**config.mk**
```make
export PLATFORM = sky130hd
export DESIGN_NAME = pattern_store
export DESIGN_NICKNAME = d
export VERILOG_FILES = /design/src/rtl/pattern_store_pkg.sv /design/src/rtl/pattern_store_mem.sv /design/src/rtl/pattern_store.sv
export SDC_FILE = /design/constraint.sdc
export NUM_CORES = 2
export LEC_CHECK = 0
export ABC_AREA = 1
export BUFFER_PORTS_ARGS = -buffer_cell sky130_fd_sc_hd__buf_2
export CAP_MARGIN = 5
export CORE_MARGIN = 2
export CORE_UTILIZATION = 50
export DETAILED_ROUTE_END_ITERATION = 7
export PLACE_DENSITY = 0.7
export SLEW_MARGIN = 5
export SYNTH_ARGS = -nofsm -noshare
export SYNTH_HDL_FRONTEND = slang
export SYNTH_SLANG_ARGS = --single-unit
```
**constraint.sdc**
```tcl
create_clock -name clk -period 6.14 [get_ports clk]
set_input_delay 0.614 -clock clk [delete_from_list [all_inputs] [get_ports clk]]
set_output_delay 0.614 -clock clk [all_outputs]
set_load 0.02 [all_outputs]
```
**src/rtl/pattern_store_pkg.sv**
```systemverilog
// pattern_store_pkg: shared widths, types and FSM states for the pattern store.
package pattern_store_pkg;
  localparam int D_WIDTH      = 8;
  localparam int BUFP_WIDTH   = 3;
  localparam int FIELDP_WIDTH = 5;
  localparam int A_WIDTH      = BUFP_WIDTH + FIELDP_WIDTH;
  typedef logic [D_WIDTH-1:0] field_t;
  typedef logic [A_WIDTH-1:0] buf_fieldp_t;
  typedef enum logic [1:0] {IDLE, LOAD, UNLOAD} pstore_state_e;
endpackage

```
**src/rtl/pattern_store_mem.sv**
```systemverilog
// pattern_store_mem: flop array with async reads, one sync write port and sync clear (second read port with PATSTORE_UNLOAD_EN).
module pattern_store_mem
  import pattern_store_pkg::*;
(
  input  logic        clk,
  input  logic        reset,
  input  buf_fieldp_t raddr_a,
  output field_t      rdata_a,
`ifdef PATSTORE_UNLOAD_EN
  input  buf_fieldp_t raddr_b,
  output field_t      rdata_b,
`endif
  input  logic        we,
  input  buf_fieldp_t waddr,
  input  field_t      wdata
);
  field_t mem [2**A_WIDTH];
  assign rdata_a = mem[raddr_a];
`ifdef PATSTORE_UNLOAD_EN
  assign rdata_b = mem[raddr_b];
`endif
  always_ff @(posedge clk)
    if (!reset) begin
      for (int i = 0; i < 2**A_WIDTH; i++) mem[i] <= '0;
    end else if (we) begin
      mem[waddr] <= wdata;
    end
endmodule

```
**src/rtl/pattern_store.sv**
```systemverilog
// pattern_store: PAT field store with host load port; PATSTORE_UNLOAD_EN adds the unload stream.
module pattern_store
  import pattern_store_pkg::*;
(
  input  logic                     clk,
  input  logic                     reset,
  input  buf_fieldp_t              buf_fieldp,
  output field_t                   field_out,
  input  buf_fieldp_t              buf_fieldwp,
  input  logic                     field_write_en,
  input  field_t                   field_in,
  input  logic                     ld_start,
  input  logic [BUFP_WIDTH-1:0]    ld_buf,
  input  logic                     ld_valid,
  input  field_t                   ld_data,
  output logic                     ld_ready,
  output logic                     ld_busy,
  output logic                     ld_done,
  output logic [2**BUFP_WIDTH-1:0] buf_lock
`ifdef PATSTORE_UNLOAD_EN
  ,
  input  logic                     ul_start,
  input  logic [BUFP_WIDTH-1:0]    ul_buf,
  input  logic                     ul_ready,
  output logic                     ul_valid,
  output field_t                   ul_data
`endif
);
  pstore_state_e state, state_nxt;
  logic [FIELDP_WIDTH-1:0] cnt, cnt_nxt;
  logic [BUFP_WIDTH-1:0] bsel, bsel_nxt;
  logic ld_beat, beat, last, we;
  buf_fieldp_t waddr;
  field_t wdata;
  assign ld_ready = state == LOAD && !field_write_en;
  assign ld_beat  = ld_valid && ld_ready;
  assign last     = beat && cnt == '1;
  assign ld_busy  = state != IDLE;
  assign buf_lock = {{(2**BUFP_WIDTH-1){1'b0}}, ld_busy} << bsel;
  // PAT owns the single write port whenever it strobes; the host simply stalls
  assign we    = field_write_en || ld_beat;
  assign waddr = field_write_en ? buf_fieldwp : {bsel, cnt};
  assign wdata = field_write_en ? field_in : ld_data;
`ifdef PATSTORE_UNLOAD_EN
  logic ul_go, ul_beat;
  field_t ul_rdata;
  assign ul_go   = state == IDLE && ul_start && !ld_start;
  assign ul_beat = ul_valid && ul_ready;
  assign beat    = ld_beat || ul_beat;
`else
  assign beat = ld_beat;
`endif
  always_comb begin
    state_nxt = last ? IDLE : state;
    cnt_nxt   = beat ? cnt + 1'b1 : cnt;
    bsel_nxt  = bsel;
    if (state == IDLE && ld_start) begin
      state_nxt = LOAD;
      cnt_nxt   = '0;
      bsel_nxt  = ld_buf;
    end
`ifdef PATSTORE_UNLOAD_EN
    else if (ul_go) begin
      state_nxt = UNLOAD;
      cnt_nxt   = '0;
      bsel_nxt  = ul_buf;
    end
`endif
  end
  always_ff @(posedge clk)
    if (!reset) begin
      state   <= IDLE;
      cnt     <= '0;
      bsel    <= '0;
      ld_done <= 1'b0;
    end else begin
      state   <= state_nxt;
      cnt     <= cnt_nxt;
      bsel    <= bsel_nxt;
      ld_done <= last;
    end
`ifdef PATSTORE_UNLOAD_EN
  // Prefetch the field the counter moves to, so ul_data is ready the cycle after each handshake
  always_ff @(posedge clk)
    if (!reset) begin
      ul_valid <= 1'b0;
      ul_data  <= '0;
    end else begin
      ul_valid <= ul_go || (ul_valid && !last);
      if (ul_go || ul_beat) ul_data <= ul_rdata;
    end
`endif
  pattern_store_mem u_mem (
    .clk     (clk),
    .reset   (reset),
    .raddr_a (buf_fieldp),
    .rdata_a (field_out),
`ifdef PATSTORE_UNLOAD_EN
    .raddr_b ({bsel_nxt, cnt_nxt}),
    .rdata_b (ul_rdata),
`endif
    .we      (we),
    .waddr   (waddr),
    .wdata   (wdata)
  );
endmodule

```
==> results.json <==
{
  "maxSlewViolCount": 0,
  "multi_input_area_sq_um": 28500,
  "cts_buffer_depth": 3,
  "grt_pass1_wl_um": 410000,
  "p_per_area_nw_per_um2": 310,
  "cts_resized": 0,
  "switching_share": 0.242,
  "period_needed_ps": 4870,
  "rr_startpoint": "state[0]",
  "syn_inst": 9639,
  "ctsHoldBuffers": 0,
  "crit_end": "field_out[3]",
  "p_leak_uw": 0.0396,
  "core.rowCount": 158,
  "synth_top_area_share": 0.662,
  "nFillCells": 15900,
  "maxCapViolCount": 0,
  "crit_top_cell": "nand3_1",
  "ant_nets": 0,
  "p_switching_uw": 7680,
  "start_util": 0.502,
  "met3_length_um": 30600,
  "ys_types": 27,
  "crit_start": "buf_fieldp[0]",
  "crit_fanout": 110,
  "die-area_sq_um": 189000,
  "cts_made_buffers": 206,
  "hold_path_depth": 3,
  "area_growth_pct": 9.97,
  "cts_sinks": 2058,
  "grt_overflow": 0,
  "drt_pass1_iterations": 8,
  "cts-root-buf": "clkbuf_16",
  "seq_power_share": 0.506,
  "reg2reg_slack_ps": 2050,
  "status": "finished, violations left",
  "htree_levels": 4,
  "netlist_area_sq_um": 93000,
  "die_width_um": 435,
  "criticalPathCategory": "in2out",
  "syn_nets": 9681,
  "ios": 59,
  "setup_slack_ps": 1270,
  "finalSetupTns_ps": 0,
  "viasPerCell": 5.94,
  "cts_tree": "built",
  "rr_endpoint": "u_mem.mem[34][6]",
  "wl_per_cell_um": 22.8,
  "intPower_uw": 24000,
  "layout.nets": 9339,
  "synth_seq_cells": 2058,
  "wl_um": 273000,
  "port_buffers": 58,
  "grt_pass1_vias": 67800,
  "clkTransAtPathRegs_ps": 60,
  "regArea_sq_um": 61700,
  "reg2reg_depth": 8,
  "top_layer_used": "met5",
  "cp-end-kind": "output port",
  "vdd_drop_max_mv": 0.264,
  "num_vias": 71000,
  "startpoint_type": "input pin",
  "grt.total_usage": 0.283,
  "wl_met2_um": 127000,
  "hold_viol_final": 0,
  "clkLatencyLatePin_ps": 830,
  "crit_arrival_ps": 4260,
  "crit_slowest_cell": "inv_8",
  "drcViolationCount": 1,
  "synth_area_leader_cell": "edfxtp_1",
  "slew_headroom": 0.134,
  "yosysSeqAreaShare": 0.664,
  "crit_required_ps": 5530,
  "dpl.hpwl_um": 162000,
  "postCtsSetupBuffers": 0,
  "synthTopCellsByArea": "edfxtp_1, nand3_1, nand2_1, nor2_1, clkbuf_1",
  "drive_gt1_frac": 0.0587,
  "antenna_found_initial": 6,
  "wl_met1_um": 101000,
  "die_h_um": 435,
  "avgSynthCellArea_sq_um": 9.64,
  "rsz0062_at_grt": "no",
  "fmax_mhz": 205,
  "setup_viol": 0,
  "fin_crit_sh": 0.793,
  "gp_congestion": 0.909,
  "grt_max_degree": 191,
  "path_cells": "buf_8 > inv_8 > buf_12 > nand2_1 > nand3_1 > nand3_1 > nand3_1 > nand3_1 > nand3_1 > nand3_1 > nand2_1 > nand2_1 > nand2_1 > buf_2",
  "combPwrFrac": 0.082,
  "ys.warnings.count": 0,
  "holdCritPathClass": "in2reg",
  "worst_slew_pin_slew_ps": 1290,
  "drtIter0Drc": 10200,
  "finClkSkew_ps": 41.2,
  "coreArea_sq_um": 185000,
  "power_frac_clock": 0.412,
  "pre_cts_ws_ps": 1450,
  "max_stage_delay_ps": 740,
  "violations": "design-rule violations"
}
through the flow:
| step | cells | power [uW] | hold WS, ps | instance area [sq um] | util |
|---|---|---|---|---|---|
| after detailed placement | 11600 | 18900 | 526 | 95200 | 0.515 |
| after CTS | 12000 | 31700 | 18.5 | 102000 | 0.552 |
| after global routing | 12000 | 32500 | 46.3 | 102000 | 0.552 |
| final | 12000 | 31700 | 67.2 | 102000 | 0.552 |
| after floorplan | 9639 | 17800 | 459 | 93000 | - |
| after global placement | 11600 | 18800 | 531 | 95200 | 0.515 |
cell usage after synthesis:
library cell	instances
nand2_2	19
a211oi_1	1
or2_0	1
o21ai_0	9
buf_1	58
o21ai_1	3
a21oi_2	1
nor4_1	3
inv_1	26
nand3_1	2023
clkbuf_1	647
or2_1	2
clkinv_1	2
a31oi_1	1
nor3_2	4
ha_1	2
nor2_1	2106
nor3_1	17
mux2i_1	8
inv_2	17
nand2_1	2590
edfxtp_1	2048
dfxtp_1	10
or2_2	5
buf_2	28
a21oi_1	6
buf_4	2
power by group through the flow:
| stage | combinational [uW] | clock, uW | sequential [uW] |
|---|---|---|---|
| finish | 2600 | 13000 | 16000 |
| global route | 2760 | 13600 | 16100 |
| CTS | 2540 | 13100 | 16000 |
| detailed placement | 2540 | 0 | 16300 |
| global placement | 2510 | 0 | 16300 |
| floorplan | 1570 | 0 | 16300 |
registers in the layout (all words and copies together), names as in the netlist:
register and flops:
u_mem.mem 2048, cnt 5, ld_done 1, bsel 3, state 1
cell type report:
cell class,instances,area share
inverter,45,0.00192
clock buffer,256,0.0538
tap,2480,0.0304
antenna,2,0.0000490
sequential,2058,0.604
multi-input combinational,6801,0.279
timing repair buffer,185,0.0172
clock inverter,132,0.0144
worst min-delay path by stage:
stage,from,to,slack [ps]
final,ld_buf[2],bsel[2],70
after global routing,ld_buf[2],bsel[2],50
after CTS,ld_buf[2],bsel[2],20
after detailed placement,cnt[0],cnt[0],530
after global placement,cnt[0],cnt[0],530
after floorplan,cnt[0],cnt[0],460
metal layers:
| layer | global-route usage | vias to the layer above |
|---|---|---|
| met5 | 0 | - |
| met4 | 0.138 | 6 |
| met3 | 0.0524 | 753 |
| met2 | 0.450 | 4289 |
| met1 | 0.374 | 34000 |
| li1 | - | 32000 |
worst max-delay path: cells and delay by family:
| family | cells | cell delay (ps) |
|---|---|---|
| buffers and inverters | 4 | 1650 |
| AND/OR/NAND/NOR | 10 | 1740 |
layout by cell type (no fill, tap or decap), types with 3 or more instances in the layout:
| cell | synthesis | layout |
|---|---|---|
| clkinv_1 | 2 | 52 |
| inv_6 | 0 | 5 |
| nor3_2 | 4 | 14 |
| edfxtp_1 | 2048 | 2048 |
| clkinv_8 | 0 | 3 |
| dfxtp_1 | 10 | 10 |
| buf_2 | 28 | 53 |
| clkbuf_16 | 0 | 212 |
| a21oi_1 | 6 | 6 |
| o21ai_0 | 9 | 9 |
| nor2_2 | 0 | 5 |
| nand2_2 | 19 | 19 |
| clkinvlp_4 | 0 | 14 |
| nand2_1 | 2590 | 2590 |
| buf_4 | 2 | 90 |
| nor4_1 | 3 | 3 |
| o21ai_1 | 3 | 3 |
| buf_8 | 0 | 4 |
| clkbuf_1 | 647 | 41 |
| buf_12 | 0 | 38 |
| inv_8 | 0 | 3 |
| nor3_4 | 0 | 3 |
| mux2i_4 | 0 | 8 |
| clkbuf_8 | 0 | 3 |
| inv_1 | 26 | 24 |
| inv_2 | 17 | 14 |
| nor2_1 | 2106 | 2101 |
| nor3_1 | 17 | 4 |
| bufinv_16 | 0 | 29 |
| nand3_1 | 2023 | 2023 |
| clkinv_2 | 0 | 26 |
| or2_2 | 5 | 5 |
cell families after synthesis:
logic type | Yosys count | share of synthesized area
muxes | 8 | 0.000862
adders and majority gates | 2 | 0.000269
buffers and inverters | 780 | 0.0320
AOI/OAI and AO/OA | 21 | 0.00121
and+or+nand+nor | 6770 | 0.302
DFF | 2058 | 0.664
Note: power is estimated with default switching activity, not from simulation.
